**config.mk**
```make
export PLATFORM = sky130hd
export DESIGN_NAME = shift_register_univ
export DESIGN_NICKNAME = d
export VERILOG_FILES = /design/src/rtl/shift_register_univ.sv
export SDC_FILE = /design/constraint.sdc
export NUM_CORES = 1
export LEC_CHECK = 0
export CORE_UTILIZATION = 45
export CTS_CLUSTER_SIZE = 25
export DETAILED_ROUTE_END_ITERATION = 10
export GPL_ROUTABILITY_DRIVEN = 0
export PLACE_DENSITY = 0.86
export RECOVER_POWER = 25
export SYNTH_ARGS = -nofsm -noshare
export SYNTH_HDL_FRONTEND = slang
export SYNTH_SLANG_ARGS = --single-unit
```
**constraint.sdc**
```tcl
create_clock -name clk_i -period 1.4 [get_ports clk_i]
set_input_delay 0.14 -clock clk_i [delete_from_list [all_inputs] [get_ports clk_i]]
set_output_delay 0.14 -clock clk_i [all_outputs]
set_load 0.01 [all_outputs]
```
**src/rtl/shift_register_univ.sv**
```systemverilog
// Universal shift register: load, clear, shift, rotate and arithmetic shift, with a
// multi-cycle burst mode that repeats a shift op N times and reports busy/done.
module shift_register_univ #(
  parameter int unsigned WIDTH   = 8,
  parameter int unsigned SHAMT_W = 4
) (
  input  logic               clk_i,
  input  logic               rst_i,
  input  logic [2:0]         op_i,
  input  logic               start_i,
  input  logic [SHAMT_W-1:0] shamt_i,
  input  logic [WIDTH-1:0]   par_in_i,
  input  logic               sin_l_i,
  input  logic               sin_r_i,
  output logic [WIDTH-1:0]   q_o,
  output logic               sout_o,
  output logic               busy_o,
  output logic               done_o
);

  localparam logic [2:0] OpHold = 3'b000;
  localparam logic [2:0] OpLoad = 3'b001;
  localparam logic [2:0] OpShl  = 3'b010;
  localparam logic [2:0] OpShr  = 3'b011;
  localparam logic [2:0] OpRol  = 3'b100;
  localparam logic [2:0] OpRor  = 3'b101;
  localparam logic [2:0] OpAsr  = 3'b110;
  localparam logic [2:0] OpClr  = 3'b111;

  localparam logic StIdle  = 1'b0;
  localparam logic StShift = 1'b1;

  localparam logic [SHAMT_W-1:0] CntZero = '0;
  localparam logic [SHAMT_W-1:0] CntOne  = {{(SHAMT_W-1){1'b0}}, 1'b1};

  logic               state_q, state_d;
  logic [SHAMT_W-1:0] cnt_q, cnt_d;
  logic [2:0]         op_lat_q, op_lat_d;
  logic [WIDTH-1:0]   q_q, q_d;
  logic               sout_q, sout_d;
  logic               done_q, done_d;

  logic [2:0]       sel_op;
  logic [WIDTH-1:0] q_step;
  logic             sout_step;
  logic             op_is_shift;

  assign op_is_shift = (op_i != OpHold) && (op_i != OpLoad) && (op_i != OpClr);

  // One step of whichever op is in effect: live op when idle, latched op mid-burst.
  always_comb begin
    sel_op    = (state_q == StShift) ? op_lat_q : op_i;
    q_step    = q_q;
    sout_step = sout_q;
    case (sel_op)
      OpLoad: q_step = par_in_i;
      OpShl: begin
        q_step    = {q_q[WIDTH-2:0], sin_l_i};
        sout_step = q_q[WIDTH-1];
      end
      OpShr: begin
        q_step    = {sin_r_i, q_q[WIDTH-1:1]};
        sout_step = q_q[0];
      end
      OpRol: begin
        q_step    = {q_q[WIDTH-2:0], q_q[WIDTH-1]};
        sout_step = q_q[WIDTH-1];
      end
      OpRor: begin
        q_step    = {q_q[0], q_q[WIDTH-1:1]};
        sout_step = q_q[0];
      end
      OpAsr: begin
        q_step    = {q_q[WIDTH-1], q_q[WIDTH-1:1]};
        sout_step = q_q[0];
      end
      OpClr:   q_step = '0;
      default: q_step = q_q;
    endcase
  end

  always_comb begin
    state_d  = state_q;
    cnt_d    = cnt_q;
    op_lat_d = op_lat_q;
    q_d      = q_q;
    sout_d   = sout_q;
    done_d   = 1'b0;
    if (state_q == StIdle) begin
      if (start_i && op_is_shift) begin
        if (shamt_i == CntZero) begin
          done_d = 1'b1;
        end else begin
          q_d    = q_step;
          sout_d = sout_step;
          if (shamt_i == CntOne) begin
            done_d = 1'b1;
          end else begin
            op_lat_d = op_i;
            cnt_d    = shamt_i - CntOne;
            state_d  = StShift;
          end
        end
      end else begin
        q_d    = q_step;
        sout_d = sout_step;
      end
    end else begin
      q_d    = q_step;
      sout_d = sout_step;
      if (cnt_q == CntOne) begin
        state_d = StIdle;
        cnt_d   = CntZero;
        done_d  = 1'b1;
      end else begin
        cnt_d = cnt_q - CntOne;
      end
    end
  end

  always_ff @(posedge clk_i) begin
    if (rst_i) begin
      state_q  <= StIdle;
      cnt_q    <= '0;
      op_lat_q <= OpHold;
      q_q      <= '0;
      sout_q   <= 1'b0;
      done_q   <= 1'b0;
    end else begin
      state_q  <= state_d;
      cnt_q    <= cnt_d;
      op_lat_q <= op_lat_d;
      q_q      <= q_d;
      sout_q   <= sout_d;
      done_q   <= done_d;
    end
  end

  assign q_o    = q_q;
  assign sout_o = sout_q;
  assign busy_o = (state_q == StShift);
  assign done_o = done_q;

endmodule

```
==> metrics.md <==
| Metric | Value |
|---|---|
| Status | finished with violations |
| Failing checks | design-rule violations, negative setup slack |
| Root buf cell | clkbuf_4 |
| Syn Inst Count | 163 |
| Synthesized area | roughly 1400 um2 |
| Post-synth top area share | about a quarter |
| Row Count | 19 |
| Seq/Total Area, Yosys | a little over a quarter |
| Post-placement cell area | between 1500 and 2000 um2 |
| # clock sinks | 18 |
| Asr flop ratio synth | 0% |
| Area leader, netlist | dfxtp_1 |
| Vias | ~1500 |
| Grt total ovfl | 0 |
| Final Skew | between 0.009 and 0.01 ns |
| Ys flop type | dfxtp_1 |
| Die X | 57 um |
| Starting Density | 48.53% |
| Yosys cell types | 51 |
| PwrDens | about 830 nW/um2 |
| Finish-stage setup viols | 10 |
| Area grow syn2layout | 48.07% |
| # port buffers | 30 |
| Routed wire length | about 3800 um |
| Crit. Startpoint | busy_o |
| Worst-path maximum fanout | 7 |
| Worst EP arrival | between 1.5 and 2 ns |
| Hold depth | 4 |
| Synth Warn # | 0 |
| Initial antenna violation count | 0 |
| Crit start category | flop |
| Leakage power total | roughly 0.82 nW |
| Final core utilization | between 70% and 80% |
| Pre-Repair DR Iteration Count | 7 |
| Worst reg2reg path depth | 6 |
| Worst setup path end | q_o[5] |
| Antenna diodes | 0 |
| Wire per inst | between 15 and 20 um |
| Worst path required time | approximately 1.6 ns |
| Worst-Margin Slew | between 0.3 and 0.4 ns |
| Final Hold Fails | 0 |
| Seq cells post-synth | 18 |
| Remaining antenna violation count | 0 |
| Most common cell after layout, fill and taps aside | buf_4 |
| Fmax | 0.6422 GHz |
| Gr usage total | about a quarter |
| Worst hold path type | primary input to flop |
| Crit end category | flop |
| CTS Buf Count | 3 |
| Number of flops mapped to enable cells by yosys | 0 |
| Skew-Pair Late Insertion Delay | roughly 0.3 ns |
| Via density per instance | 5.888 |
| Nets | 247 |
| Share of cells above drive strength 1 | approximately a third |
| Top cells by area, synth | dfxtp_1 26%, a21oi_1 7.7%, ha_1 4.6% |
| Period Utilization, post-route | 111.2% |
| Largest net degree at the start of global routing | 12 |
| Syn Nets | about 190 |
| R2R setup slack | -0.16 ns |
| Final worst slack | -0.1572 ns |
| Slew HR | around three quarters |
| Commonest cells after routing, fill and taps aside | 31 x buf_4, 22 x clkdlybuf4s50_1, 18 x a21oi_1 |
| Top Ports | 31 |
| Fin area | roughly 2000 um2 |
| Detailed Place HPWL | about 2900 um |
| Pwr Total | 1.666 mW |
| R2r endpoint | q_o[5] |
| Reg2reg start | busy_o |
| Die area | approximately 3200 um2 |
| Drt drc | 10 |
| CTS tree | done |
| Area of the core | approximately 2800 um2 |
| Post-CTS Hold Buffers | 0 |
| Final Slew Violations | 0 |
| Crit Path Class | flop to flop |
| Htree depth | 1 |
| Max VDD drop | between 400 and 500 uV |
| RSZ-0062 raised after global routing | true |
| DRT iter0 DRCs | between 70 and 80 |
| Final min period | 1.557 ns |
| Vias in the first global route | between 1500 and 2000 |
| CTS Buffer Depth | 2 |
| Global-route wire length before repair | about 6400 um |
| Clk pin slew, worst setup/hold paths | approximately 0.11 ns |
| Max_cap viols | 0 |
| Setup TNS Final | -1.071 ns |
| Syn_area_per_cell | between 8 and 9 um2 |
| Chip Height | about 57 um |
power by group:
group,total (mW),switching [mW],internal (mW)
Combinational,0.737,0.329,0.408
Sequential,0.662,0.0800,0.582
Clock,0.266,0.166,0.100
stage by stage:
| stage | hold WS, ns | worst slack [ns] | instances |
|---|---|---|---|
| 2_1_floorplan | 0.2875 | -0.1069 | 163 |
| 3_3_place_gp | 0.4922 | -0.6461 | 241 |
| 3_5_place_dp | 0.4986 | -0.7383 | 241 |
| 4_1_cts | 0.2838 | -0.1701 | 250 |
| 5_1_grt | 0.3034 | -0.2218 | 251 |
| 6_report | 0.2824 | -0.1572 | 251 |
Yosys cell counts, drive strengths merged (3+ instances only):
library cell,count
a211o,3
a21oi,21
a221o,6
a22o,6
buf,8
dfxtp,18
ha,5
inv,7
mux2i,3
nand2,8
nand2b,3
nand3,8
nor2,15
nor2b,5
nor3,5
nor3b,3
o21ai,9
xnor2,3
per-layer routing:
| layer | vias to the layer above | part of all wire, % | track usage (%) |
|---|---|---|---|
| met5 | - | 0 | 0 |
| met4 | 0 | 1.1 | 8.362 |
| met3 | 5 | 4.6 | 2.721 |
| met2 | 45 | 55 | 49.92 |
| met1 | 713 | 39 | 25.00 |
| li1 | 715 | - | - |
state kept, by name (all words and copies together), names as in the netlist:
register and cells:
busy_o 1, cnt_q 4, done_o 1, op_lat_q 3, q_o 8, sout_o 1
how the worst min path moves through the flow:
stage | start | to | slack [ns]
after floorplan | op_i[1] | op_lat_q[1] | 0.29
after global placement | sout_o | sout_o | 0.49
after detailed placement | sout_o | sout_o | 0.50
after CTS | shamt_i[0] | cnt_q[0] | 0.28
after global routing | shamt_i[0] | cnt_q[0] | 0.30
final | shamt_i[0] | cnt_q[0] | 0.28
cell families after synthesis:
logic type,Yosys count,share of synthesized area (%)
buffers and inverters,17,7.628
adders and majority gates,5,4.596
muxes,4,4.228
AOI/OAI and AO/OA,56,28.77
xor gates and xnor gates,5,3.769
DFF,18,26.47
and+or+nand+nor,58,24.54
final cells by class:
cell class / instances / area (um2)
Fill cell: 214 / 789.5
Tap cell: 31 / 38.79
Clock buffer: 3 / 22.52
Timing Repair Buffer: 64 / 550.5
Inverter: 7 / 31.28
Sequential cell: 18 / 375.4
Multi-Input combinational cell: 128 / 997.2
worst max-delay path: stages, from the launching register on:
cell     delay (ns)
dfxtp_4        0.42
buf_6          0.13
mux2_4         0.32
buf_4          0.17
a21oi_1        0.16
nor2_1         0.06
a22o_1         0.20
timing repair:
action | 4_1_cts | 5_1_grt
setup endpoints to repair | 26 | 16
setup buffers | 6 | 1
resized for setup | 28 | 16
pin swaps | 9 | 5
No activity file was read; power rests on OpenSTA's default activity.
